[src/rtl/port_scheduler.sv]
// Four-queue round-robin scheduler moving one word at a time to a registered output port.
// Optional `PKT_LOCK_EN keeps the grant on one queue until a word with EOP=1 has been sent.
module port_scheduler #(
    parameter int DATA_W = 33
) (
    input  logic                clk,
    input  logic                rst,
    input  logic [3:0]          req,
    input  logic [4*DATA_W-1:0] in_data,
    output logic [3:0]          rd_en,
    output logic [DATA_W-1:0]   out_data,
    output logic                out_valid,
    input  logic                out_ready,
    output logic [1:0]          out_src,
    output logic                busy
);

`ifdef PKT_LOCK_EN
    typedef enum logic [2:0] {
        IDLE   = 3'd0,
        READ   = 3'd1,
        LOAD   = 3'd2,
        SEND   = 3'd3,
        LOCKED = 3'd4
    } state_t;
`else
    typedef enum logic [2:0] {
        IDLE   = 3'd0,
        READ   = 3'd1,
        LOAD   = 3'd2,
        SEND   = 3'd3
    } state_t;
`endif

    state_t              state_r;
    state_t              state_s;
    logic [1:0]          grant_r;
    logic [1:0]          grant_s;
    logic [1:0]          last_r;
    logic [DATA_W-1:0]   slice_s;
    logic [3:0]          rd_en_r;
    logic [DATA_W-1:0]   out_data_r;
    logic                out_valid_r;
    logic [1:0]          out_src_r;
    logic                busy_r;

    // First requester scanning last+1, last+2, last+3, last (mod 4).
    function automatic logic [1:0] rr_pick(input logic [3:0] req_v, input logic [1:0] last_v);
        logic [1:0] idx;
        logic [1:0] pick;
        logic       found;
        pick  = last_v;
        found = 1'b0;
        for (int k = 1; k <= 4; k++) begin
            idx = last_v + 2'(k);
            if (!found && req_v[idx]) begin
                pick  = idx;
                found = 1'b1;
            end
        end
        return pick;
    endfunction

    // Select the rd_data slice of the granted queue.
    always_comb begin
        slice_s = '0;
        case (grant_r)
            2'd0:    slice_s = in_data[0*DATA_W +: DATA_W];
            2'd1:    slice_s = in_data[1*DATA_W +: DATA_W];
            2'd2:    slice_s = in_data[2*DATA_W +: DATA_W];
            2'd3:    slice_s = in_data[3*DATA_W +: DATA_W];
            default: slice_s = '0;
        endcase
    end

    // Next-state and grant selection.
    always_comb begin
        state_s = state_r;
        grant_s = grant_r;
        case (state_r)
            IDLE: begin
                if (|req) begin
                    grant_s = rr_pick(req, last_r);
                    state_s = READ;
                end else begin
                    state_s = IDLE;
                end
            end
            READ: state_s = LOAD;
            LOAD: state_s = SEND;
            SEND: begin
                if (out_ready) begin
`ifdef PKT_LOCK_EN
                    // Mid-packet: stay on this queue, waiting in LOCKED if it is momentarily empty.
                    if (out_data_r[DATA_W-1]) begin
                        state_s = IDLE;
                    end else if (req[grant_r]) begin
                        state_s = READ;
                    end else begin
                        state_s = LOCKED;
                    end
`else
                    state_s = IDLE;
`endif
                end else begin
                    state_s = SEND;
                end
            end
`ifdef PKT_LOCK_EN
            LOCKED: begin
                if (req[grant_r]) begin
                    state_s = READ;
                end else begin
                    state_s = LOCKED;
                end
            end
`endif
            default: state_s = IDLE;
        endcase
    end

    // State, grant history and registered outputs.
    always_ff @(posedge clk) begin
        if (rst) begin
            state_r     <= IDLE;
            grant_r     <= 2'd0;
            last_r      <= 2'd3;
            rd_en_r     <= 4'b0000;
            out_data_r  <= '0;
            out_valid_r <= 1'b0;
            out_src_r   <= 2'd0;
            busy_r      <= 1'b0;
        end else begin
            state_r <= state_s;
            grant_r <= grant_s;
            busy_r  <= (state_s != IDLE);
            if (state_s == READ) begin
                last_r  <= grant_s;
                rd_en_r <= 4'b0001 << grant_s;
            end else begin
                last_r  <= last_r;
                rd_en_r <= 4'b0000;
            end
            if (state_r == LOAD) begin
                out_data_r  <= slice_s;
                out_src_r   <= grant_r;
                out_valid_r <= 1'b1;
            end else if (state_r == SEND && out_ready) begin
                out_data_r  <= out_data_r;
                out_src_r   <= out_src_r;
                out_valid_r <= 1'b0;
            end else begin
                out_data_r  <= out_data_r;
                out_src_r   <= out_src_r;
                out_valid_r <= out_valid_r;
            end
        end
    end

    assign rd_en     = rd_en_r;
    assign out_data  = out_data_r;
    assign out_valid = out_valid_r;
    assign out_src   = out_src_r;
    assign busy      = busy_r;

endmodule

[config.mk]
export PLATFORM = sky130hd
export DESIGN_NAME = port_scheduler
export DESIGN_NICKNAME = d
export VERILOG_FILES = /design/src/rtl/port_scheduler.sv
export SDC_FILE = /design/constraint.sdc
export NUM_CORES = 1
export LEC_CHECK = 0
export ABC_CLOCK_PERIOD_IN_PS = 1900
export CELL_PAD_IN_SITES_DETAIL_PLACEMENT = 1
export CELL_PAD_IN_SITES_GLOBAL_PLACEMENT = 1
export CORE_MARGIN = 10
export CORE_UTILIZATION = 25
export DETAILED_ROUTE_END_ITERATION = 8
export GPL_ROUTABILITY_DRIVEN = 0
export MAX_ROUTING_LAYER = met4
export PLACE_DENSITY_LB_ADDON = 0.2
export SYNTH_ARGS = -nofsm -noshare
export SYNTH_HDL_FRONTEND = slang
export SYNTH_SLANG_ARGS = --single-unit
[constraint.sdc]
create_clock -name clk -period 1.9 [get_ports clk]
set_input_delay 0.285 -clock clk [delete_from_list [all_inputs] [get_ports clk]]
set_output_delay 0.285 -clock clk [all_outputs]
set_load 0.1 [all_outputs]
# Word level (Yosys, flattened, before mapping)
# Index checks and enable logic that the tools add are counted.
# totals
reg_bits,48
in_bits,139
out_inout_bits,41
# op_classes
addsub,3
magnitude_cmp,4
n_eq_ne,7
shifts,1
mux,29
bitwise,1
reduce_logical,13
# ops
op,n
case mux 33 bit (4 select lines),1
two-way mux 1 bit,16
two-way mux 2 bit,7
< comparator 2 x 3 -> 1 bit (second input constant),4
case mux 3 bit (4 select lines),1
binary-select mux 1 bit (select 2 bit),4
equality test 3 x 1 -> 1 bit (second input constant),2
equality test 3 x 2 -> 1 bit (second input constant),2
adder 2 bit (second input constant),2
equality test 2 bit (second input constant),2
logical AND 1 bit,4
OR reduction 4 bit,1
<< shifter 1 x 2 -> 4 bit (first input constant),1
zero test 1 bit,3
zero test 3 bit,1
nonzero test 3 bit,1
adder 2 x 1 -> 2 bit (second input constant),1
equality test 2 x 1 -> 1 bit (second input constant),1
zero test 2 bit,1
nonzero test 2 bit,1
OR reduction 2 bit,1
NOT 1 bit,1

# Logic depth before layout (Yosys ltp)
# Gate-level depths: netlist of run 1.
# depth
word_depth,22
mapped_depth,5
ltp_nobuf,4

# Worst setup path after synthesis of run 1
# OpenSTA, ideal clock, no wires.
# synth_timing
path_kind,reg2reg
start,register grant_r[0]
end,register out_data_r[0] (netlist: out_data[0])
setup_ns,0.118
arrival_time_ns,1.273
required_time_ns,1.782
slack_ns,0.510
stages_incl_launch_ff,5
n_path_buf,2
synth_period_minus_slack_ns,1.390
cell_sequence,dfxtp_1 -> buf_6 -> buf_6 -> mux4_2 -> a22o_1
# synth_via
elab_chain_len,2
elab_cells_between_ends,5
classes_between,3 x eq/ne; 1 x mux; 1 x reduce/logical
# synth_lines
element,line,text
start: declaration,37,logic [1:0] grant_r;
start signal: assignment,135,grant_r <= grant_s;
"equality test 2 bit, or another cell as far along",67,case (grant_r)
case mux 33 bit (4 select lines) *,67,
end signal: assignment,145,out_data_r <= slice_s;
end signal: assignment,149,out_data_r <= out_data_r;
end signal: assignment,153,out_data_r <= out_data_r;
end: declaration,42,logic [DATA_W-1:0] out_data_r;
# Every way passes the cells marked *; elsewhere a longest branch is shown, timed or not.
# A chain may end at the register's enable or synchronous reset.

# Worst setup path after layout of run 1
# layout_timing
start,input req[1]
end,register rd_en_r[0] (netlist: rd_en[0])
# layout_via
elab_chain_len,21
elab_cells_between_ends,36
classes_between,1 x eq/ne; 1 x shift; 25 x mux; 1 x bitwise; 8 x reduce/logical
# layout_lines
element,line,text
start: declaration,8,"input logic [3:0] req,"
binary-select mux 1 bit (select 2 bit),56,if (!found && req_v[idx]) begin
two-way mux 1 bit (implied by the code),56,
two-way mux 1 bit,56,
two-way mux 1 bit,82,if (|req) begin
two-way mux 1 bit,80,case (state_r)
zero test 1 bit,56,
logical AND 1 bit,56,
two-way mux 1 bit,56,
[... 5 more ...],-,
two-way mux 1 bit,82,
two-way mux 1 bit,80,
zero test 1 bit,56,
logical AND 1 bit,56,
two-way mux 2 bit,56,
two-way mux 2 bit,82,
two-way mux 2 bit,80,
<< shifter 1 x 2 -> 4 bit,139,rd_en_r <= 4'b0001 << grant_s;
end signal: assignment,139,
end: declaration,41,logic [3:0] rd_en_r;
# Several ways; a longest one is shown, not always the timed one. The select of a mux whose other input is x is not followed.

==> impl_metrics.env, run 1 <==
export IMPL_crit_family="simple AND/OR/NAND/NOR gates"
export IMPL_cp_arrival_ns=1.71
export IMPL_drive_gt1_share_pct=25.3
export IMPL_synthesis_area_um2=2380
export IMPL_critPathMaxStageDelay_ns=0.49
export IMPL_hpwl_um=7880
export IMPL_fmax_ghz=0.662
export IMPL_critPathSlowestCell="clkdlybuf4s50_1"
export IMPL_drc=0
export IMPL_grt_max_degree=34
export IMPL_diodes=0
export IMPL_rows=35
export IMPL_worstPathMaxFanout=7
export IMPL_ctsRootBufferMaster="clkbuf_8"
export IMPL_clkSinkCount=47
export IMPL_cap_violations=0
export IMPL_setup_tns_ns=0
export IMPL_nNetsFinal=491
export IMPL_cts_tree="yes"
export IMPL_via_count=2321
export IMPL_synthArstFlopShare_pct=0
export IMPL_grt_overflow=0
export IMPL_status="finished, final reports clean"
export IMPL_dieArea_um2=13800
export IMPL_ys_types=30
export IMPL_post_route_period_util_pct=79.5
export IMPL_core_area_um2=9240
export IMPL_setup_viol=0
export IMPL_cp_buffers_inverters=1
export IMPL_avgViaCountPerCell=4.83
export IMPL_slew_headroom_pct=56.7
export IMPL_io_pins=180
export IMPL_worst_pin_slew_ns=0.639
export IMPL_wire_per_inst_um=20.2
export IMPL_ys_seq_elements=47
export IMPL_clk_path_buf_depth=2
export IMPL_ant_nets=0
export IMPL_ys_seq_area_share_pct=39.6
export IMPL_multi_input_area_um2=1330
export IMPL_synth_edf_count=0
export IMPL_synthToLayoutAreaGrowth_pct=81.0
export IMPL_required_ns=2.10
export IMPL_finClkSkew_ns=0.00780
export IMPL_total_power_mw=3.63
export IMPL_cts_resized=0
export IMPL_hold_class="flop to flop"
export IMPL_hold_violations=0
export IMPL_antenna_found_initial=0
export IMPL_rsz0062_at_grt="no"
export IMPL_maxSlewViolCount=0
export IMPL_ys_flop_type="dfxtp_1"
export IMPL_end_kind="flop"
export IMPL_initial_core_util_pct=25.7
export IMPL_htree_levels=2
export IMPL_synthTopCellsByArea="dfxtp_1 40%, mux4_2 27%, a22o_1 12%"
export IMPL_start_kind="input pin"
export IMPL_ff_latch_area_um2=943
export IMPL_numCtsBuffers=5
export IMPL_first_pass_iters=4
export IMPL_grt_pass1_wl_um=15300
export IMPL_die_h_um=118
export IMPL_postSynthAreaPerCell_um2=13.5
export IMPL_die_w_um=118
export IMPL_nFillCells=1003
export IMPL_syn_inst=176
export IMPL_io_buffers=179
export IMPL_clk_pin_slew_ns=0.09
export IMPL_path_class="input pin to flop"
export IMPL_grt_usage_pct=14.1
export IMPL_drt_initial_drc_count=101
export IMPL_p_per_area_nw_per_um2=842
export IMPL_clk_insertion_delay_late_ns=0.29
export IMPL_vdd_drop_max_mv=0.400
export IMPL_grt_pass1_vias=2567
export IMPL_synth_top_area_share_pct=39.6
export IMPL_cts_hold_buf=0
export IMPL_syn_num_nets=315
export IMPL_wirelength_um=9720
export IMPL_path_cells="clkdlybuf4s50_1, nor4_1, or3_1, nor2_1, and3_1"
export IMPL_synth_top_area_cell="dfxtp_1"
export IMPL_post_cts_buffers=0
export IMPL_power_leakage_nw=1.64
export IMPL_yosysWarningCount=0
export IMPL_period_needed_ns=1.51
final cells by class:
| type | instances | area share [%] |
|---|---|---|
| multi-input cells | 112 | 30.8 |
| clock buffers | 5 | 1.60 |
| clock inverters | 2 | 0.872 |
| flip-flops and latches | 47 | 21.9 |
| repair buffers | 186 | 41.0 |
| well taps | 129 | 3.75 |
cells in the mapped netlist, types with 3 or more instances:
cell	number
a21oi_1	7
a22o_1	33
buf_2	8
buf_4	3
buf_6	4
dfxtp_1	47
mux4_1	5
mux4_2	28
nand2_1	5
nor2_1	8
o21ai_0	3
per-stage QoR:
stage	area, um^2	hold WS, ns	setup WS, ns	util (%)	std cells
finish	4310	0.486	0.390	46.6	481
global placement	4200	0.463	0.130	45.4	474
CTS	4310	0.491	0.383	46.6	481
global route	4310	0.508	0.212	46.6	481
floorplan	2380	0.362	0.510	-	176
detailed placement	4200	0.467	0.0898	45.4	474
path summary, 6_finish.rpt:
kind | to | slack [ns] | cells after the start | start
max | rd_en[0] | 0.39 | 5 | req[1]
min | out_data[11] | 0.49 | 1 | out_data[11]
max reg2reg | out_data[22] | 0.40 | 4 | state_r[1]
min reg2reg | out_data[11] | 0.49 | 1 | out_data[11]
metal layers:
| metal | part of all wire [%] | routed length, um | GRT usage, % | vias to the layer above |
|---|---|---|---|---|
| met3 | 6.2 | 605 | 3.74 | 5 |
| met4 | 0.42 | 41 | 1.62 | 0 |
| li1 | - | - | - | 1074 |
| met5 | 0 | 0 | - | - |
| met1 | 46 | 4500 | 17.9 | 1122 |
| met2 | 47 | 4570 | 22.7 | 120 |
registers in the layout (all words and copies together), names as in the netlist:
name       flops
out_src        2
state_r        2
last_r         2
out_valid      1
grant_r        2
out_data      33
busy           1
rd_en          4
where the power goes:
part | switching [mW] | leakage (nW) | internal [mW]
logic | 1.01 | 1.21 | 0.736
clock network | 0.334 | 0.0502 | 0.385
registers | 0.0726 | 0.385 | 1.09
total | 1.41 | 1.64 | 2.21
cell usage in the layout (no fill, tap or decap), types with 3 or more instances in the layout:
master,n
o21ai_0,3
a22o_1,33
buf_4,46
clkbuf_8,5
a21oi_1,7
mux4_1,5
clkdlybuf4s50_1,138
nor2_1,7
nand2_1,5
mux4_2,28
dfxtp_1,45
kinds of logic (layout without fill, tap and decap cells):
logic type,after synthesis,count (layout),synth area share (%)
AO/OA/AOI/OAI,47,47,15.6
flip-flops,47,47,39.6
AND/OR/NAND/NOR,30,30,7.15
multiplexers,35,35,32.9
buffers and inverters,17,193,4.84
(Power assumes the default switching activity.)
==> run 2, diff against run 1 <==
- ABC_CLOCK_PERIOD_IN_PS: 1900 -> 1400
- clock period: 1.9 -> 1.4 ns (I/O delays scaled with it)
==> impl_metrics.env, run 2 (synthesis results as in run 1) <==
export IMPL_status="finished, violations left"
export IMPL_violations="setup timing"
export IMPL_seqPwrFrac_pct=31.1
export IMPL_rrSetupSlack_ns=-0.05
export IMPL_hold_end="rd_en[3]"
export IMPL_dp_slack_ns=-0.432
export IMPL_grt_max_degree=34
export IMPL_antenna_found_initial=0
export IMPL_rows=35
export IMPL_largest_reg_flops=33
export IMPL_ant_nets=0
export IMPL_cap_violations=0
export IMPL_worst_pin_slew_ns=0.481
export IMPL_hold_class="input pin to flop"
export IMPL_crit_reg2reg_capture="out_data[20]"
export IMPL_initial_core_util_pct=25.7
export IMPL_clk_pin_slew_ns=0.10
export IMPL_cts_hold_buf=0
export IMPL_clkSinkCount=47
export IMPL_via_count=2385
export IMPL_grt_overflow=0
export IMPL_finClkSkew_ns=0.0111
export IMPL_first_pass_iters=4
export IMPL_period_needed_ns=1.45
export IMPL_vdd_drop_max_mv=0.521
export IMPL_fin_cells=493
export IMPL_wirelength_um=10600
export IMPL_end_kind="flop"
export IMPL_clk_path_buf_depth=2
export IMPL_slew_headroom_pct=67.9
export IMPL_diodes=0
export IMPL_synthToLayoutAreaGrowth_pct=111
export IMPL_fmax_ghz=0.688
export IMPL_setup_viol=29
export IMPL_power_leakage_nw=1.86
export IMPL_hold_start="req[1]"
export IMPL_start_kind="flop"
export IMPL_core_area_um2=9240
export IMPL_grt_pass1_wl_um=16600
export IMPL_postLayoutSetupSlackWorst_ns=-0.0540
export IMPL_worstPathMaxFanout=6
export IMPL_die_h_um=118
export IMPL_maxSlewViolCount=0
export IMPL_cts_tree="yes"
export IMPL_htree_levels=2
export IMPL_grt_usage_pct=15.7
export IMPL_cp_arrival_ns=1.66
export IMPL_die_w_um=118
export IMPL_worst_r2r_cell_count=4
export IMPL_dieArea_um2=13800
export IMPL_final_area_um2=5030
export IMPL_drive_gt1_share_pct=31.9
export IMPL_combPwrFrac_pct=53.3
export IMPL_dp_cells=480
export IMPL_required_ns=1.61
export IMPL_r2r_start="grant_r[0]"
export IMPL_place_area_um2=4810
export IMPL_rsz0062_at_grt="yes"
export IMPL_hpwl_um=8470
export IMPL_post_route_period_util_pct=104
export IMPL_path_class="flop to flop"
export IMPL_final_cell_mix="135 x clkdlybuf4s50_1, 48 x buf_12, 44 x dfxtp_1"
export IMPL_hold_violations=0
export IMPL_numCtsBuffers=5
export IMPL_final_common_cell="clkdlybuf4s50_1"
export IMPL_p_int_mw=3.28
export IMPL_avgViaCountPerCell=4.84
export IMPL_setup_tns_ns=-0.628
export IMPL_clock_power_share_pct=15.6
export IMPL_hold_depth=4
export IMPL_nFillCells=925
export IMPL_swShare_pct=39.0
export IMPL_drt_initial_drc_count=64
export IMPL_io_pins=180
export IMPL_clk_insertion_delay_late_ns=0.30
export IMPL_io_buffers=179
export IMPL_nNetsFinal=502
export IMPL_switchingPower_mw=2.09
export IMPL_wire_per_inst_um=21.5
export IMPL_ctsRootBufferMaster="clkbuf_8"
export IMPL_drc=0
export IMPL_grt_pass1_vias=2738
export IMPL_p_per_area_nw_per_um2=1070
[run 2: cell types whose count changed in the layout (fill, tap and decap cells not counted), sizes merged]
cell,before,now
buf,48,58
bufinv,1,0
clkbuf,5,6
clkdlybuf4s50,138,135
clkinv,0,2
clkinvlp,1,0
dlymetal6s2s,0,3
inv,0,1
[run 2: metrics by stage]
step                      total power [mW]  utilization, %  hold WS [ns]
after global routing                  5.64            54.4         0.562
after CTS                             5.41            53.7         0.552
final                                 5.37            54.4         0.523
after detailed placement              4.45            52.0         0.532
after global placement                4.41            52.0         0.530
after floorplan                       3.23               -         0.287
[run 2: worst max-delay path, cell delays in order, from the launching register on]
cell and delay (ns):
dfxtp_4 0.45, buf_6 0.14, buf_6 0.09, mux4_2 0.49
a22o_1 0.18
[run 2: how the worst max path moves through the flow]
stage / start / endpoint / depth (start not counted)
after detailed placement: req[3] / rd_en[1] / 3
after CTS: grant_r[0] / out_data[6] / 4
after global placement: req[1] / rd_en[0] / 5
after global routing: grant_r[0] / out_data[15] / 3
final: grant_r[0] / out_data[20] / 4
after floorplan: grant_r[0] / out_data[0] / 4
[run 2: power groups by stage]
stage,Clock (mW),Combinational [mW],Sequential [mW]
2_1_floorplan,0,0.815,2.41
3_3_place_gp,0,2.72,1.69
3_5_place_dp,0,2.76,1.69
4_1_cts,0.870,2.87,1.67
5_1_grt,0.937,3.01,1.69
6_report,0.836,2.86,1.67
[run 2: layout make-up]
cell class	count	area (um^2)	share of cell area (%)
clock inverters	3	18.8	0.373
repair buffers	197	2460	49.0
clock buffers	5	68.8	1.37
flip-flops and latches	47	947	18.8
well taps	129	161	3.21
multi-input cells	112	1370	27.2
[run 2: repair_timing]
action	CTS	global route
buffers inserted	2	2
setup endpoints to repair	36	40
resized for setup	11	15
pin swaps	0	3
gates cloned	1	1
[run 2: per-layer routing]
layer	up-vias	routed length, um	track usage [%]
met2	117	5210	26.0
met5	-	0	-
met3	7	594	4.51
li1	1090	-	-
met1	1171	4710	18.8
met4	0	84	2.55
==> variant 1: new RTL, settings of run 1 <==
Set the parameter `DATA_W` to 25 (it was 33).
--- a/src/rtl/port_scheduler.sv
+++ b/src/rtl/port_scheduler.sv
@@ -2,5 +2,5 @@
 // Optional `PKT_LOCK_EN keeps the grant on one queue until a word with EOP=1 has been sent.
 module port_scheduler #(
-    parameter int DATA_W = 33
+    parameter int DATA_W = 25
 ) (
     input  logic                clk,
Ports: changed (resized in_data and out_data); port bits go from 180 to 140. No check against the original RTL was run, so the function may have changed too.
==> variant 1 against run 1 <==
- sequential cell count fell by 8
- routed wire length fell by 18%
- design area fell by 17%
- setup slack got worse by 0.17 ns
- synthesized area fell by 17%
- power fell by 15%
- sequential share of layout area fell by 0.14 points
- worst hold slack got worse by 0.0042 ns
- register-to-register slack got worse by 0.05 ns
==> variant 1: results (changes against run 1) <==
* Outcome: finished clean
* Nets at 410 (-16%)
* R2R Path End: out_data[24]
* Synth unique cells at 33 (+10%)
* R2R cell count at 3 (-1)
* CLK BUF at 6 (+1)
* Comb pwr at 1450 uW (-17%)
* First-pass GRT wire length at 12200 um (-20%)
* Number of fill cells at 840 (-16%)
* R2R Setup Slk at 0.35 ns (-0.05 ns)
* Largest cells by area after synthesis: dfxtp_1 (40%), mux4_2 (29%), a22o_1 (11%), a21oi_1 (2.0%), buf_2 (1.8%)
* Leakage at 0.00139 uW (-16%)
* Clock transition at path regs at 0.07 ns (-0.02 ns)
* Mapped Nets at 262 (-17%)
* Placed cell area at 3480 um^2 (-17%)
* Non-clock buffers at 155 (-17%)
* Sequential area share after synthesis at 0.396 (about the same)
* Via density at 4.78 (-0.93%)
* Register area at 782 um^2 (-17%)
* Data buffer area share at 0.408 (-0.00198)
* Hold endpoint: out_data[22]
* Total Routing Usage GR at 0.135 (-0.00617)
* Detailed-route via count at 1936 (-17%)
* Share of layout cells above drive strength 1 at 0.281 (+0.0277)
* Power share of the sequential group at 0.319 (-0.003)
* I/O Buffers at 139 (-22%)
* Post-synth top cells: dfxtp_1 (39), a22o_1 (25), mux4_2 (25)
* Sw frac at 0.377 (-0.0127)
* DP HPWL at 6700 um (-15%)
* Drt total wl at 7980 um (-18%)
* Die width at 109 um (-7.4%)
* Hold_sp: out_data[22]
* Largest net degree at the start of global routing at 26 (-24%)
* DRT iter0 DRCs at 51 (-50%)
* Mux cell area share after synthesis at 0.295 (-0.0333)
* Delay-heaviest family, CP: buffers and inverters
* Synth Area in Compound Gates at 0.173 (+0.0174)
* Crit path DAT at 1.90 ns (+0.19 ns)
* Largest register FFs at 25 (-24%)
* Placed cells at 398 (-16%)
==> variant 1: worst max path at each step <==
stage,from,end,slack (ns),cells after the start
floorplan,grant_r[0],out_data[10],0.34,4
global placement,rst,out_data[5],-0.009,3
detailed placement,req[0],last_r[0],-0.07,5
CTS,state_r[0],out_data[13],0.07,3
global route,req[0],last_r[0],0.08,5
finish,req[0],last_r[0],0.22,5
==> variant 1: layer usage <==
layer | part of all wire | track usage | vias up
met5 | 0 | - | -
met4 | 0.016 | 0.0358 | 0
met3 | 0.071 | 0.0342 | 8
met2 | 0.49 | 0.226 | 88
met1 | 0.42 | 0.157 | 927
li1 | - | - | 913
==> variant 1: per-stage QoR <==
step | setup WS, ns | setup TNS (ns) | hold WS (ns)
2_1_floorplan | 0.335 | 0 | 0.362
3_3_place_gp | -0.00947 | -0.201 | 0.459
3_5_place_dp | -0.0660 | -0.335 | 0.470
4_1_cts | 0.0705 | 0 | 0.489
5_1_grt | 0.0848 | 0 | 0.513
6_report | 0.222 | 0 | 0.482
==> variant 2: new RTL, flow settings as in run 1 <==
Made on the original files. Re-encode `state_t` (4 states) as one-hot, 4 bits wide.
--- a/src/rtl/port_scheduler.sv
+++ b/src/rtl/port_scheduler.sv
@@ -25,9 +25,9 @@
     } state_t;
 `else
-    typedef enum logic [2:0] {
-        IDLE   = 3'd0,
-        READ   = 3'd1,
-        LOAD   = 3'd2,
-        SEND   = 3'd3
+    typedef enum logic [3:0] {
+        IDLE   = 4'b0001,
+        READ   = 4'b0010,
+        LOAD   = 4'b0100,
+        SEND   = 4'b1000
     } state_t;
 `endif
Check against the original RTL: no difference found for any inputs over 10 cycles, from zero or initial values and one cycle with rst high; not proved beyond that.
==> variant 2 against run 1 <==
- design area grew 3.9%
- synthesized area grew 4.7%
- die area grew 3.9%
- non-clock buffer count grew 2
- setup slack lost 0.049 ns
- clock skew grew 0.0040 ns
- sequential cell count grew 2
- power shrank 11%
- routed wire length grew 13%
- critical endpoint is now rd_en[1]
==> variant 2: results (changes against run 1) <==
* Outcome: finished clean
* Nets at 500 (+1.8%)
* R2R Setup Slk at 0.42 ns (+0.02 ns)
* Hold_sp: out_data[6]
* CP max-delay cell: o311ai_1
* Crit path DAT at 1.76 ns (+0.05 ns)
* Crit-path max FO at 6 (-1)
* Hold endpoint: out_data[6]
* Synth unique cells at 35 (+17%)
* Largest stage delay, worst path at 0.70 ns (+0.21 ns)
* Leakage at 0.00167 uW (+1.6%)
* Placed cell area at 4340 um^2 (+3.4%)
* Sw frac at 0.292 (-0.0972)
* Largest net degree at the start of global routing at 26 (-24%)
* Latest clock arrival within the worst-skew pair at 0.31 ns (+0.02 ns)
* Clock Skew at 0.0118 ns (+0.00404 ns)
* Mapped Nets at 321 (+1.9%)
* Largest cells by area after synthesis: dfxtp_1 (39%), mux4_2 (30%), a22o_1 (12%), buf_6 (1.8%), buf_2 (1.6%)
* Maximum VDD drop at 415 uV (+3.8%)
* Number of fill cells at 1061 (+5.8%)
* Pwr dens at 720 nW/um^2 (-14%)
* Delay-heaviest family, CP: compound AO/OA/AOI/OAI gates
* Post-synth top cells: dfxtp_1 (49), a22o_1 (33), mux4_2 (33)
* Sequential area share after synthesis at 0.394 (-0.00161)
* Register area at 983 um^2 (+4.2%)
* Vias in the first global route at 2656 (+3.5%)
* Comb pwr share at 0.370 (-0.110)
* RR Startpoint: last_r[1]
* Worst Setup Slack post-DPL at 0.00711 ns (-0.0826 ns)
* DP HPWL at 9140 um (+16%)
* Drt total wl at 11000 um (+13%)
* First-pass GRT wire length at 16600 um (+8.9%)
* DRT iter0 DRCs at 59 (-42%)
* R2R cell count at 2 (-2)
* Rel. slew slack at 0.485 (-0.0816)
* R2R Path End: rd_en[1]
* Clock group power at 879 uW (+22%)
* Detailed-route via count at 2417 (+4.1%)
variant 2: cell count changes after synthesis, moves of 2 or more:
cell / change
a211oi_2: +2
a21oi_1: -2
buf_4: -3
dfxtp_1: +2
mux4_1: -5
mux4_2: +5
nand3b_1: +2
nor2_2: +2
nor3_1: -2
variant 2: kinds of logic after synthesis:
group,Yosys count,synth area share
muxes,35,0.307
AOI/OAI and AO/OA,49,0.163
buffers and inverters,16,0.0402
and+or+nand+nor,33,0.0965
DFF,49,0.394
variant 2: final cells by class:
type                            count  area share
Sequential cell                    49       0.220
Clock buffer                        5      0.0154
Timing Repair Buffer              188       0.398
Multi-Input combinational cell    117       0.315
Tap cell                          133      0.0372
Clock inverter                      3      0.0145
variant 2: worst reg2reg max path, cell delays in order, from the launching register on:
cell	delay (ns)
dfxtp_1	0.38
o311ai_1	0.71
nor4b_1	0.30
variant 2: metal layers:
layer	share of wire	GRT usage	routed length [um]	up-vias
met1	0.44	0.183	4870	1185
li1	-	-	-	1108
met3	0.060	0.0380	660	7
met5	0	-	0	-
met2	0.49	0.251	5350	117
met4	0.011	0.0362	125	0
variant 2: worst max-delay path by stage:
stage / endpoint / from / slack (ns)
6_report: rd_en[1] / req[3] / 0.34
5_1_grt: rd_en[3] / req[1] / 0.20
4_1_cts: rd_en[1] / req[3] / 0.34
3_5_place_dp: rd_en[1] / req[3] / 0.007
3_3_place_gp: rd_en[1] / req[3] / 0.06
2_1_floorplan: out_data[10] / grant_r[1] / 0.48
variant 2: through the flow:
| stage | hold WS (ns) | instances |
|---|---|---|
| global placement | 0.462 | 487 |
| CTS | 0.492 | 495 |
| detailed placement | 0.466 | 487 |
| floorplan | 0.451 | 182 |
| global route | 0.507 | 495 |
| finish | 0.488 | 495 |
